$ cat config.mk
export PLATFORM = sky130hd
export DESIGN_NAME = game_sequencer
export DESIGN_NICKNAME = d
export VERILOG_FILES = /design/src/rtl/game_sequencer_pkg.sv /design/src/rtl/game_sequencer_frame_timer.sv /design/src/rtl/game_sequencer.sv
export SDC_FILE = /design/constraint.sdc
export NUM_CORES = 1
export LEC_CHECK = 0
export BUFFER_PORTS_ARGS = -buffer_cell sky130_fd_sc_hd__buf_2
export CAP_MARGIN = 20
export CORE_MARGIN = 2
export CORE_UTILIZATION = 35
export CTS_BUF_LIST = sky130_fd_sc_hd__clkbuf_16
export CTS_CLUSTER_DIAMETER = 50
export DETAILED_ROUTE_END_ITERATION = 8
export SKIP_LAST_GASP = 1
export SYNTH_ARGS = -nofsm -noshare
export SYNTH_HDL_FRONTEND = slang
export SYNTH_HIERARCHICAL = 1
export SYNTH_SLANG_ARGS = --single-unit
$ cat constraint.sdc
create_clock -name pixel_clk -period 2.8 [get_ports pixel_clk]
set_input_delay 0.42 -clock pixel_clk [delete_from_list [all_inputs] [get_ports pixel_clk]]
set_output_delay 0.42 -clock pixel_clk [all_outputs]
set_load 0.03 [all_outputs]
$ cat src/rtl/game_sequencer_pkg.sv
// Shared types and constants for the game-flow sequencer and its frame timer.
package game_sequencer_pkg;

  typedef enum logic [2:0] {
    IDLE       = 3'd0,
    START      = 3'd1,
    PLAY       = 3'd2,
    HIT_PAUSE  = 3'd3,
    WAVE_CLEAR = 3'd4,
    OVER       = 3'd5
  } game_state_t;

  localparam int NUM_ALIENS       = 20;
  localparam int START_LIVES      = 3;
  localparam int POINTS_PER_ALIEN = 10;
  localparam int SCORE_W          = 16;
  localparam int BASE_SPEED       = 1;
  localparam int MAX_SPEED        = 4;
  localparam int PAUSE_FRAMES     = 90;
  localparam int CLEAR_FRAMES     = 60;
  localparam int OVER_FRAMES      = 180;
  localparam int TIMER_W          = 8;
  localparam int WAVE_MAX         = 15;
  localparam int AR_W             = $clog2(NUM_ALIENS + 1);

endpackage

$ cat src/rtl/game_sequencer_frame_timer.sv
// Frame down-counter shared by all timed phases. A load value is visible in the
// same cycle it is presented, so an fsync coinciding with the first cycle of a
// phase already counts as one frame of that phase. done fires on the fsync that
// consumes the last frame; a load of 0 or 1 both finish on the first fsync.
module frame_timer
  import game_sequencer_pkg::*;
(
  input  logic               clk,
  input  logic               rst,
  input  logic               load,
  input  logic [TIMER_W-1:0] load_val,
  input  logic               fsync,
  output logic               done
);

  logic [TIMER_W-1:0] cnt;
  logic [TIMER_W-1:0] cur;

  assign cur  = load ? load_val : cnt;
  assign done = fsync && (cur <= TIMER_W'(1));

  // count down one per frame, never below zero
  always_ff @(posedge clk) begin
    if (rst)                         cnt <= '0;
    else if (fsync && (cur != '0))   cnt <= cur - TIMER_W'(1);
    else                             cnt <= cur;
  end

endmodule

$ cat src/rtl/game_sequencer.sv
// Game-flow controller: sequences attract/start/play/pause/wave-clear/over,
// drives subsystem reset and freeze, and keeps score, lives, wave and speed.
module game_sequencer
  import game_sequencer_pkg::*;
(
  input  logic               pixel_clk,
  input  logic               rst,
  input  logic               fsync,
  input  logic               fire,
  input  logic               alien_hit,
  input  logic               player_hit,
  input  logic [AR_W-1:0]    aliens_remaining,
  output logic               sub_rst,
  output logic               freeze,
  output logic               game_over,
  output logic [2:0]         enemy_speed,
  output logic [SCORE_W-1:0] score,
  output logic [2:0]         lives,
  output logic [3:0]         wave,
  output logic [2:0]         state
);

  game_state_t        st;
  logic               fire_q;
  logic               fire_rise;
  logic               tmr_load;
  logic [TIMER_W-1:0] tmr_val;
  logic               tmr_done;
  logic [SCORE_W:0]   score_sum;
  logic [SCORE_W-1:0] score_sat;
  logic               few_left;
  logic [4:0]         spd_raw;
  logic [2:0]         spd_next;

  assign state     = st;
  assign fire_rise = fire && !fire_q;

  // one extra bit catches the carry so the score pins at all-ones
  assign score_sum = {1'b0, score} + (SCORE_W+1)'(POINTS_PER_ALIEN);
  assign score_sat = score_sum[SCORE_W] ? {SCORE_W{1'b1}} : score_sum[SCORE_W-1:0];

  // 5-bit sum cannot wrap (7 + 15 + 1 max) before clamping to the ceiling
  assign few_left = (aliens_remaining <= AR_W'(NUM_ALIENS / 4));
  assign spd_raw  = 5'(BASE_SPEED) + 5'(wave) + 5'(few_left);
  assign spd_next = (spd_raw > 5'(MAX_SPEED)) ? 3'(MAX_SPEED) : spd_raw[2:0];

  frame_timer u_timer (
    .clk      (pixel_clk),
    .rst      (rst),
    .load     (tmr_load),
    .load_val (tmr_val),
    .fsync    (fsync),
    .done     (tmr_done)
  );

  // fire edge detector
  always_ff @(posedge pixel_clk) begin
    if (rst) fire_q <= 1'b0;
    else     fire_q <= fire;
  end

  // enemy speed is re-evaluated once per frame, in every phase
  always_ff @(posedge pixel_clk) begin
    if (rst)        enemy_speed <= 3'(BASE_SPEED);
    else if (fsync) enemy_speed <= spd_next;
  end

  // game-flow FSM; timer load is a one-cycle strobe on entry to a timed phase
  always_ff @(posedge pixel_clk) begin
    if (rst) begin
      st        <= IDLE;
      sub_rst   <= 1'b1;
      freeze    <= 1'b0;
      game_over <= 1'b0;
      score     <= '0;
      lives     <= 3'(START_LIVES);
      wave      <= '0;
      tmr_load  <= 1'b0;
      tmr_val   <= '0;
    end else begin
      tmr_load <= 1'b0;
      case (st)
        IDLE: begin
          sub_rst <= 1'b1;
          if (fire_rise) begin
            score <= '0;
            lives <= 3'(START_LIVES);
            wave  <= '0;
            st    <= START;
          end
        end
        START: begin
          sub_rst <= 1'b1;
          if (fsync) begin
            sub_rst <= 1'b0;
            st      <= PLAY;
          end
        end
        PLAY: begin
          if (alien_hit) score <= score_sat;
          if (player_hit) begin
            freeze   <= 1'b1;
            tmr_load <= 1'b1;
            if (lives > 3'd1) begin
              lives   <= lives - 3'd1;
              tmr_val <= TIMER_W'(PAUSE_FRAMES);
              st      <= HIT_PAUSE;
            end else begin
              lives     <= 3'd0;
              game_over <= 1'b1;
              tmr_val   <= TIMER_W'(OVER_FRAMES);
              st        <= OVER;
            end
          end else if (fsync && (aliens_remaining == '0)) begin
            freeze   <= 1'b1;
            tmr_load <= 1'b1;
            tmr_val  <= TIMER_W'(CLEAR_FRAMES);
            st       <= WAVE_CLEAR;
          end
        end
        HIT_PAUSE: begin
          if (tmr_done) begin
            freeze <= 1'b0;
            st     <= PLAY;
          end
        end
        WAVE_CLEAR: begin
          if (tmr_done) begin
            freeze  <= 1'b0;
            sub_rst <= 1'b1;
            if (wave != 4'(WAVE_MAX)) wave <= wave + 4'd1;
            st      <= START;
          end
        end
        OVER: begin
          if (tmr_done) begin
            freeze    <= 1'b0;
            game_over <= 1'b0;
            sub_rst   <= 1'b1;
            st        <= IDLE;
          end
        end
        default: st <= IDLE;
      endcase
    end
  end

endmodule

# ---- Word-level counts from Yosys, hierarchy flattened
# Index checks and enable logic that the tools add are counted.
# W data, S select, Z words.
dict set report word_totals {
  regBits 50
  input_bits 11
  output_inout_bits 32
}
dict set report classes {
  addsub 6
  magnitude_cmp 4
  n_eq_ne 18
  n_mux 39
  bitwise_logic 1
  reduce_logical 25
}
# operator count
set ops {}
lappend ops {{$mux W16} 3}
lappend ops {{$mux W8} 5}
lappend ops {{$mux W3} 12}
lappend ops {{$pmux W16 S2} 1}
lappend ops {{$ne A2 B2 Y1 const B} 9}
lappend ops {{$pmux W3 S6} 1}
lappend ops {{$add A16 B4 Y17 const B} 1}
lappend ops {{$mux W4} 3}
lappend ops {{$reduce_bool A2 Y1} 5}
lappend ops {{$mux W1} 9}
lappend ops {{$reduce_and A3 Y1} 3}
lappend ops {{$le A8 B1 Y1 const B} 1}
lappend ops {{$pmux W4 S2} 1}
lappend ops {{$reduce_and A4 Y1} 2}
lappend ops {{$reduce_bool A8 Y1} 1}
lappend ops {{$sub A8 B1 Y8 const B} 1}
lappend ops {{$eq A3 B2 Y1 const B} 2}
lappend ops {{$eq A3 B3 Y1 const B} 2}
lappend ops {{$pmux W3 S2} 1}
lappend ops {{$reduce_and A6 Y1} 1}
lappend ops {{$add A1 B4 Y5 const A} 1}
lappend ops {{$add A5 B1 Y5} 1}
lappend ops {{$gt A5 B3 Y1 const B} 1}
lappend ops {{$le A5 B3 Y1 const B} 1}
lappend ops {{other kinds (18)} 25}

# ---- Longest topological paths before layout
# Gate-level depths: netlist (run 1).
dict set report logic_depth {
  word_depth 5
  depth_mapped 10
  ltp_nobuf 9
}

# ---- By module
# The synthesis (run 1) kept the hierarchy.
# module n_inst cells_per_inst area_each_um2
set modules_own_cells {}
lappend modules_own_cells {game_sequencer 1 252 2180.8}
lappend modules_own_cells {frame_timer 1 71 666.9}

# ---- Worst setup path after synthesis (run 1)
# OpenSTA, ideal clock, no wires.
dict set report synth_timing {
  path_kind {reg-to-reg}
  from {register tmr_load}
  to {register wave[3]}
  arrival_ns 2.068
  setup_slack_ns 0.662
  path_stages_with_launch 10
  n_path_buf 1
  period_less_slack_ns 2.138
  path_cell_list {dfxtp_1 -> buf_6 -> mux2i_1 -> ha_1 -> o21ai_0 -> nor2_1 -> and2_1 -> o211ai_2 -> or3_1 -> a21oi_1}
}
dict set report synth_via {
  elab_chain_len 5
}
# element line_no
set synth_lines {}
lappend synth_lines {{start: declaration} game_sequencer.sv:26} ;# logic tmr_load;
lappend synth_lines {{start signal: assignment} game_sequencer.sv:78} ;# tmr_load <= 1'b0;
lappend synth_lines {{start signal: assignment} game_sequencer.sv:81} ;# tmr_load <= 1'b0;
lappend synth_lines {{start signal: assignment} game_sequencer.sv:103} ;# tmr_load <= 1'b1;
lappend synth_lines {{$mux W8} game_sequencer_frame_timer.sv:19} ;# assign cur = load ? load_val : cnt;
lappend synth_lines {{$le A8 B1 Y1} game_sequencer_frame_timer.sv:20} ;# assign done = fsync && (cur <= TIMER_W'(1));
lappend synth_lines {{$logic_and A1 B1 Y1} game_sequencer_frame_timer.sv:20}
lappend synth_lines {{via tmr_done} game_sequencer.sv:28} ;# logic tmr_done;
lappend synth_lines {{$ne A2 B2 Y1 (no line)} -}
lappend synth_lines {{$reduce_and A4 Y1 (no line)} -}
lappend synth_lines {{end signal: assignment} game_sequencer.sv:131} ;# if (wave != 4'(WAVE_MAX)) wave <= wave + 4'd1;
lappend synth_lines {{end: declaration} game_sequencer.sv:19} ;# output logic [3:0] wave,
# The timed path passes the listed nets, and every way through them passes these cells.
# A chain may end at the register's enable or synchronous reset.

# ---- Worst setup path after layout (run 1)
dict set report layout_timing {
  from {register tmr_load}
  to {register st[2] (netlist: state[2])}
}
dict set report layout_via {
  elab_chain_len 5
  elab_cells_between_ends 7
}
# element line_no
set layout_lines {}
lappend layout_lines {{$mux W8 (*)} game_sequencer_frame_timer.sv:19}
lappend layout_lines {{$le A8 B1 Y1 (*)} game_sequencer_frame_timer.sv:20}
lappend layout_lines {{$logic_and A1 B1 Y1 (*)} game_sequencer_frame_timer.sv:20}
lappend layout_lines {{via tmr_done} game_sequencer.sv:28}
lappend layout_lines {{$ne A2 B2 Y1 (no line)} -}
lappend layout_lines {{$reduce_and A6 Y1 (no line) (*)} -}
lappend layout_lines {{end signal: assignment} game_sequencer.sv:71} ;# st <= IDLE;
lappend layout_lines {{end signal: assignment} game_sequencer.sv:89} ;# st <= START;
lappend layout_lines {{end signal: assignment} game_sequencer.sv:96} ;# st <= PLAY;
lappend layout_lines {{end: declaration} game_sequencer.sv:23} ;# game_state_t st;
# Mark *: on every way through the listed nets, which the timed path passes. The rest lies on a longest branch.

==> results.md, run 1 <==
## Timing
- **total negative setup slack** 0 ns
- **tightest slew margin relative to the limit** 0.502
- **shortest clock period the worst path allows after layout** 2.47 ns
- **unrepaired setup endpoints after global routing** false
- **transition time at the pin with the least slew margin** 0.747 ns
- **count of final hold-check violations** 0
- **Slew Viols, Final** 0
- **portion of the clock cycle consumed by the worst path in the final layout** 0.884
- **count of endpoints failing setup in the final report** 0
- **max frequency** 404 MHz
- **worst clock skew** 0.0121 ns

## Placed design
- **post-detail-place hpwl** 4900 um
- **placed cell count** 454
- **buffers added on ports** 42
- **global placement routability congestion** 0.825

## Synthesis
- **Unique masters post-synth** 75
- **cell types occupying the most area after synthesis** sky130_fd_sc_hd__dfxtp_1 33%, sky130_fd_sc_hd__a21oi_1 5.6%, sky130_fd_sc_hd__ha_1 4.0%, sky130_fd_sc_hd__mux2i_1 3.2%, sky130_fd_sc_hd__nand2_1 3.2%
- **number of synthesized flops with an enable pin** 0
- **Async SR Flop Fraction** 0
- **Post-Synthesis Cells** 323
- **cell area after technology mapping** 0.00285 mm2
- **proportion of synthesized chip area in sequential cells** 0.330
- **area fraction of the dominant cell type after synthesis** 0.330
- **area leader, netlist** sky130_fd_sc_hd__dfxtp_1
- **number of warning messages in the yosys log** 6
- **flop and latch count out of synthesis** 47
- **average instance area after synthesis** 8.82 um2
- **most frequently used flop master after synthesis** sky130_fd_sc_hd__dfxtp_1
- **nets in the synthesized netlist** 343

## Route
- **Vias/cell** 5.56
- **total wire length after detailed routing** 7060 um
- **total number of vias** 2568
- **count of TritonRoute iterations in the first routing pass** 4
- **number of violations reported at the end of detailed-routing iteration 0** 109
- **Routed Antenna Nets** 0
- **drt drc** 0
- **Wirelength per Cell** 15.3 um

## Final layout
- **number of antenna diodes** 0
- **net total in the final layout** 379
- **commonest cells after routing, fill and taps aside** 47 x sky130_fd_sc_hd__dfxtp_1, 42 x sky130_fd_sc_hd__buf_2, 32 x sky130_fd_sc_hd__a21oi_1, 24 x sky130_fd_sc_hd__nand2_1, 15 x sky130_fd_sc_hd__nor2_1
- **Syn-to-layout area delta** 15.1%
- **most frequent standard cell in the layout excluding fill and tap cells** sky130_fd_sc_hd__dfxtp_1
- **post-layout instance count excluding filler cells** 462
- **share of post-route cells with drive strength above 1** 0.239

## Clocking
- **Clock H-tree levels** 2
- **number of clock sinks seen by CTS** 47
- **clk slew on worst S/H paths** 0.07 ns
- **clock latency on the worst-skew pair** 0.29 ns
- **CTS Buffer Depth** 2
- **TritonCTS buffer count** 5
- **CTS resizes** 0
- **post-CTS setup buffer count** 0
- **clock tree from TritonCTS** done
- **CTS root buffer** sky130_fd_sc_hd__clkbuf_16
- **# hold bufs at CTS** 0

## Die
- **number of top-level design ports** 43
- **Chip Height** 94.2 um
- **floorplan row count** 32
- **area of the core** 0.00781 mm2
- **Initial Util** 0.365
- **floorplan die area** 0.00887 mm2
- **die width** 94.2 um

## Setup path
- **highest net fanout along the worst path** 6
- **capturing element type of the critical path** register
- **data arrival at the endpoint of the critical path** 2.70 ns
- **Crit path required time** 3.02 ns
- **crit start category** register
- **category of the most critical setup path** register to register

## Global routing
- **antenna violations before repair** 0
- **number of global-route vias before repair** 2250
- **pin count of the biggest net entering global routing** 27
- **overall routing resource usage** 0.163
- **wire length of the first global-routing pass** 11500 um
- **total gr overflow** 0

## Run
- **max-capacitance violation count** 0

## Power and ir drop
- **leakage power figure** 1.29 nW
- **areal power density over the cells** 727 mW/mm2
- **maximum resistive drop on vdd** 0.265 mV

## Outcome
- **run status** complete, no violations

## Min path
- **class of the tightest hold or removal check** input pin to register

-- cell usage after synthesis, types with 7 or more instances --
library cell / number
sky130_fd_sc_hd__a21oi_1: 32
sky130_fd_sc_hd__a31oi_1: 12
sky130_fd_sc_hd__clkbuf_1: 7
sky130_fd_sc_hd__dfxtp_1: 47
sky130_fd_sc_hd__ha_1: 9
sky130_fd_sc_hd__inv_1: 13
sky130_fd_sc_hd__mux2i_1: 9
sky130_fd_sc_hd__nand2_1: 24
sky130_fd_sc_hd__nand3_1: 11
sky130_fd_sc_hd__nor2_1: 15
sky130_fd_sc_hd__o21ai_0: 9
sky130_fd_sc_hd__o21ai_1: 8
-- stage by stage --
stage / utilization / worst slack [ns] / hold slack [ns] / area, um2 / power [mW]
2_1_floorplan: - / 0.662 / 0.468 / 2850 / 1.54
6_report: 0.420 / 0.326 / 0.365 / 3280 / 2.38
4_1_cts: 0.420 / 0.338 / 0.368 / 3280 / 2.39
5_1_grt: 0.420 / 0.179 / 0.373 / 3280 / 2.53
3_3_place_gp: 0.398 / 0.507 / 0.441 / 3110 / 1.69
3_5_place_dp: 0.398 / 0.375 / 0.450 / 3110 / 1.70
-- flip-flops by register name, indices dropped and copies added, names as in the netlist --
name,flops
fire_q,1
u_timer/cnt,8
freeze,1
wave,4
score,16
sub_rst,1
tmr_val,5
lives,3
tmr_load,1
state,3
game_over,1
enemy_speed,3
-- final timing paths --
check	start	end	slack, ns	cells past startpoint
worst max-delay path	tmr_load	state[2]	0.33	8
worst min-delay path	fire	fire_q	0.36	2
worst max register to register	tmr_load	state[2]	0.33	8
worst min register to register	score[0]	score[0]	0.45	2
-- area by class of cell --
| class | count | area [um2] |
|---|---|---|
| Inverter | 13 | 48.8 |
| Clock inverter | 3 | 43.8 |
| Tap cell | 102 | 128 |
| Multi-Input combinational cell | 246 | 1750 |
| Sequential cell | 47 | 941 |
| Timing Repair Buffer | 46 | 240 |
| Fill cell | 799 | 4530 |
| Clock buffer | 5 | 125 |
-- worst max-delay path, stage by stage (launching register included) --
cell	delay, ns
sky130_fd_sc_hd__dfxtp_1	0.39
sky130_fd_sc_hd__mux2i_1	0.48
sky130_fd_sc_hd__ha_1	0.31
sky130_fd_sc_hd__o21ai_0	0.10
sky130_fd_sc_hd__nor2_1	0.19
sky130_fd_sc_hd__inv_1	0.11
sky130_fd_sc_hd__a31o_2	0.27
sky130_fd_sc_hd__a211oi_2	0.32
sky130_fd_sc_hd__mux2i_1	0.23
-- power by group --
group	leakage, nW	total (mW)	switching (mW)	internal (mW)
clock network	0.0838	0.689	0.267	0.422
logic	0.829	0.858	0.523	0.334
registers	0.381	0.835	0.0873	0.748
-- routing by layer --
layer / track usage / vias up / wire (um)
met5: 0 / - / 0
met4: 0.0556 / 0 / 89
met3: 0.0401 / 6 / 369
met2: 0.243 / 54 / 3170
met1: 0.227 / 1214 / 3430
li1: - / 1294 / -
-- cell families (layout without fill, tap and decap cells) --
group	Yosys count	in the layout	synth area share
multiplexers	12	12	0.0435
XOR/XNOR	2	2	0.00615
AO/OA/AOI/OAI	102	102	0.246
adder cells (fa/ha/maj)	9	9	0.0395
AND/OR/NAND/NOR	120	120	0.279
buffers and inverters	30	67	0.0545
other	1	1	0.00132
flip-flops	47	47	0.330
(Power assumes the default switching activity.)
==> run 2, diff against run 1 <==
--- a/config.mk
+++ b/config.mk
@@ -12,8 +12,8 @@
 export CTS_BUF_LIST = sky130_fd_sc_hd__clkbuf_16
 export CTS_CLUSTER_DIAMETER = 50
 export DETAILED_ROUTE_END_ITERATION = 8
+export HOLD_SLACK_MARGIN = 0.03
 export SKIP_LAST_GASP = 1
 export SYNTH_ARGS = -nofsm -noshare
 export SYNTH_HDL_FRONTEND = slang
-export SYNTH_HIERARCHICAL = 1
 export SYNTH_SLANG_ARGS = --single-unit
==> run 2 against run 1 <==
Net effect: design area fell by 7.6%; via count fell by 3.3%; largest power group is now registers; first-iteration DRC count fell by 3.7%; cell count fell by 0.43%; total power fell by 17%; global-route usage fell by 0.27 points; largest cell class unchanged; fmax fell by 1.1%; sequential share of layout area rose by 2.3 points; worst hold slack improved by 0.039 ns; synthesized cell count did not move; synthesized area fell by 9.4%; die area fell by 9.0%.
==> results.md, run 2 <==
## Outcome
- **run status** complete, no violations, unchanged

## Final layout
- **share of post-route cells with drive strength above 1** 0.161, was 0.239
- **largest registers in the final layout** score x16, u_timer.cnt x8, tmr_val x5, was score x16, u_timer/cnt x8, tmr_val x5
- **commonest cells after routing, fill and taps aside** 47 x sky130_fd_sc_hd__dfxtp_1, 42 x sky130_fd_sc_hd__buf_2, 36 x sky130_fd_sc_hd__nor2_1, 24 x sky130_fd_sc_hd__a21oi_1, 23 x sky130_fd_sc_hd__nand2_1, was 47 x sky130_fd_sc_hd__dfxtp_1, 42 x sky130_fd_sc_hd__buf_2, 32 x sky130_fd_sc_hd__a21oi_1, 24 x sky130_fd_sc_hd__nand2_1, 15 x sky130_fd_sc_hd__nor2_1
- **number of flip-flops under the largest register name** 16, unchanged
- **most frequent standard cell in the layout excluding fill and tap cells** sky130_fd_sc_hd__dfxtp_1, unchanged
- **number of antenna diodes** 0, unchanged
- **register name with the most flops** score, unchanged
- **storage element area** 941 um2, unchanged
- **multi-input gate area in the final layout** 0.00154 mm2, was 0.00175 mm2
- **Syn-to-layout area delta** 17.5%, was 15.1%
- **Filler Cells Inserted** 753, was 799
- **net total in the final layout** 380, was 379

## Synthesis
- **proportion of synthesized chip area in sequential cells** 0.365, was 0.330
- **cell types occupying the most area after synthesis** sky130_fd_sc_hd__dfxtp_1 36%, sky130_fd_sc_hd__nor2_1 5.2%, sky130_fd_sc_hd__a21oi_1 4.7%, sky130_fd_sc_hd__a31oi_1 4.4%, sky130_fd_sc_hd__ha_1 4.4%, was sky130_fd_sc_hd__dfxtp_1 33%, sky130_fd_sc_hd__a21oi_1 5.6%, sky130_fd_sc_hd__ha_1 4.0%, sky130_fd_sc_hd__mux2i_1 3.2%, sky130_fd_sc_hd__nand2_1 3.2%
- **average instance area after synthesis** 7.99 um2, was 8.82 um2
- **xor and xnor area share after synthesis** 0.0272, was 0.00615
- **number of warning messages in the yosys log** 0, was 6
- **most instantiated library cell after synthesis** sky130_fd_sc_hd__dfxtp_1, unchanged
- **list of most frequent post-synthesis cells** 47 x sky130_fd_sc_hd__dfxtp_1, 36 x sky130_fd_sc_hd__nor2_1, 24 x sky130_fd_sc_hd__a21oi_1, 23 x sky130_fd_sc_hd__nand2_1, 18 x sky130_fd_sc_hd__a31oi_1, was 47 x sky130_fd_sc_hd__dfxtp_1, 32 x sky130_fd_sc_hd__a21oi_1, 24 x sky130_fd_sc_hd__nand2_1, 15 x sky130_fd_sc_hd__nor2_1, 13 x sky130_fd_sc_hd__inv_1
- **nets in the synthesized netlist** 343, unchanged
- **area leader, netlist** sky130_fd_sc_hd__dfxtp_1, unchanged
- **cell area after technology mapping** 0.00258 mm2, was 0.00285 mm2
- **area fraction in and, or, nand and nor cells after synthesis** 0.269, was 0.279
- **largest family of logic cells by synthesized area** simple AND/OR/NAND/NOR gates, unchanged
- **area fraction of the dominant cell type after synthesis** 0.365, was 0.330
- **mux share of post-synthesis cell area** 0.0310, was 0.0435
- **flop and latch count out of synthesis** 47, unchanged
- **most frequently used flop master after synthesis** sky130_fd_sc_hd__dfxtp_1, unchanged
- **Compound-Gate Fraction of Synth Area** 0.225, was 0.246
- **Unique masters post-synth** 52, was 75
- **Async SR Flop Fraction** 0, unchanged
- **adder-cell share of the synthesized area** 0.0436, was 0.0395
- **number of synthesized flops with an enable pin** 0, unchanged
- **Post-Synthesis Cells** 323, unchanged

## Setup path
- **category of the most critical setup path** register to register, unchanged
- **crit start category** register, unchanged
- **Crit path required time** 3.02 ns, about the same
- **highest net fanout along the worst path** 15, was 6
- **origin of the worst setup path** tmr_load, unchanged
- **Worst R2R Start** tmr_load, unchanged
- **capturing element type of the critical path** register, unchanged
- **data arrival at the endpoint of the critical path** 2.72 ns, was 2.70 ns

## Global routing
- **wire length of the first global-routing pass** 10700 um, was 11500 um
- **pin count of the biggest net entering global routing** 50, was 27
- **overall routing resource usage** 0.160, was 0.163
- **total gr overflow** 0, unchanged
- **antenna violations before repair** 0, unchanged
- **number of global-route vias before repair** 2267, was 2250

## Die
- **Chip Height** 89.9 um, was 94.2 um
- **area of the core** 0.00718 mm2, was 0.00781 mm2
- **floorplan row count** 31, was 32
- **die width** 89.9 um, was 94.2 um
- **Initial Util** 0.360, was 0.365
- **number of top-level design ports** 43, unchanged
- **floorplan die area** 0.00807 mm2, was 0.00887 mm2

## Clocking
- **clock tree from TritonCTS** done, unchanged
- **number of clock sinks seen by CTS** 47, unchanged
- **CTS root buffer** sky130_fd_sc_hd__clkbuf_16, unchanged
- **CTS Buffer Depth** 2, unchanged
- **clk slew on worst S/H paths** 0.07 ns, about the same
- **clock latency on the worst-skew pair** 0.28 ns, was 0.29 ns
- **post-CTS setup buffer count** 0, unchanged
- **TritonCTS buffer count** 5, unchanged
- **Clock H-tree levels** 2, unchanged
- **CTS resizes** 0, unchanged
- **# hold bufs at CTS** 0, unchanged

## Timing
- **unrepaired setup endpoints after global routing** false, unchanged
- **worst clock skew** 0.00554 ns, was 0.0121 ns
- **transition time at the pin with the least slew margin** 0.900 ns, was 0.747 ns
- **count of final hold-check violations** 0, unchanged
- **final worst-path setup slack** 0.298 ns, was 0.326 ns
- **shortest clock period the worst path allows after layout** 2.50 ns, was 2.47 ns
- **max frequency** 400 MHz, was 404 MHz
- **count of endpoints failing setup in the final report** 0, unchanged
- **Slew Viols, Final** 0, unchanged
- **tightest slew margin relative to the limit** 0.400, was 0.502
- **portion of the clock cycle consumed by the worst path in the final layout** 0.894, was 0.884
- **total negative setup slack** 0 ns, unchanged

## Placed design
- **Post-Place Setup Slack** 0.329 ns, was 0.375 ns
- **post-detail-place hpwl** 4620 um, was 4900 um
- **global placement routability congestion** 0.802, was 0.825
- **buffers added on ports** 42, unchanged

## Route
- **Wirelength per Cell** 14.1 um, was 15.3 um
- **Routed met3 length** 345 um, was 369 um
- **drt drc** 0, unchanged
- **met1 wire length** 3070 um, was 3430 um
- **total number of vias** 2484, was 2568
- **Routed Antenna Nets** 0, unchanged
- **Vias/cell** 5.40, was 5.56
- **count of TritonRoute iterations in the first routing pass** 4, unchanged
- **uppermost signal routing layer after detailed routing** met4, unchanged
- **routed length on met2** 3030 um, was 3170 um
- **number of violations reported at the end of detailed-routing iteration 0** 105, was 109
- **total wire length after detailed routing** 6480 um, was 7060 um

## Power and ir drop
- **areal power density over the cells** 652 mW/mm2, was 727 mW/mm2
- **maximum resistive drop on vdd** 0.274 mV, was 0.265 mV
- **leakage power figure** 1.24 nW, was 1.29 nW

## Min path
- **class of the tightest hold or removal check** input pin to register, unchanged
- **startpoint of the lowest-slack hold path** fire, unchanged

## Run
- **max-capacitance violation count** 0, unchanged

==> run 2: cell types whose count changed after synthesis, sizes merged, moves of 4 or more <==
cell	before	now
a21oi	32	24
clkbuf	7	14
inv	13	9
a31oi	12	18
nor2	15	36
nand3	12	7
nor4b	4	0
buf	10	4
a31o	5	0
nor3	7	12
xor2	2	7
==> run 2: cell type report <==
type | count | share of cell area
clock buffers | 5 | 0.0413
clock inverters | 3 | 0.00537
inverters | 9 | 0.0111
multi-input cells | 249 | 0.507
flip-flops and latches | 47 | 0.310
well taps | 99 | 0.0409
repair buffers | 48 | 0.0842
==> run 2: path summary, 6_finish.rpt <==
| path | to | slack (ns) | cells after the start |
|---|---|---|---|
| min | fire_q | 0.40 | 2 |
| min reg2reg | score[0] | 0.46 | 2 |
| max | wave[3] | 0.30 | 7 |
| max reg2reg | wave[3] | 0.30 | 7 |
==> run 2: logic make-up after synthesis <==
family | count (synthesis)
mux | 8
simple gates | 133
buf+inv | 27
fa+ha+maj | 9
compound gates | 91
flops | 47
xor+xnor | 8
==> run 2: routing by layer <==
metal	GRT usage	vias to the layer above
met5	0	-
met4	0.0359	0
met3	0.0386	5
met2	0.268	61
met1	0.209	1158
li1	-	1260
==> run 2: critical path, stage by stage (launching register included) <==
cell	delay, ns
sky130_fd_sc_hd__dfxtp_1	0.62
sky130_fd_sc_hd__mux2i_1	0.40
sky130_fd_sc_hd__ha_1	0.23
sky130_fd_sc_hd__o21a_1	0.18
sky130_fd_sc_hd__and3_1	0.19
sky130_fd_sc_hd__a21oi_1	0.12
sky130_fd_sc_hd__or4b_1	0.55
sky130_fd_sc_hd__a21oi_1	0.15
==> run 2: stage by stage <==
stage / utilization / area, um2 / instances / power (mW) / hold WS (ns)
floorplan: - / 2580 / 323 / 1.26 / 0.471
global placement: 0.403 / 2890 / 452 / 1.40 / 0.458
detailed placement: 0.403 / 2890 / 452 / 1.41 / 0.462
CTS: 0.422 / 3030 / 460 / 1.99 / 0.405
global route: 0.422 / 3030 / 460 / 2.11 / 0.426
finish: 0.422 / 3030 / 460 / 1.97 / 0.403
==> run 2: where the power goes <==
part | internal [mW] | total, mW | switching (mW)
combinational | 0.234 | 0.604 | 0.370
sequential | 0.732 | 0.796 | 0.0634
clock | 0.326 | 0.574 | 0.248
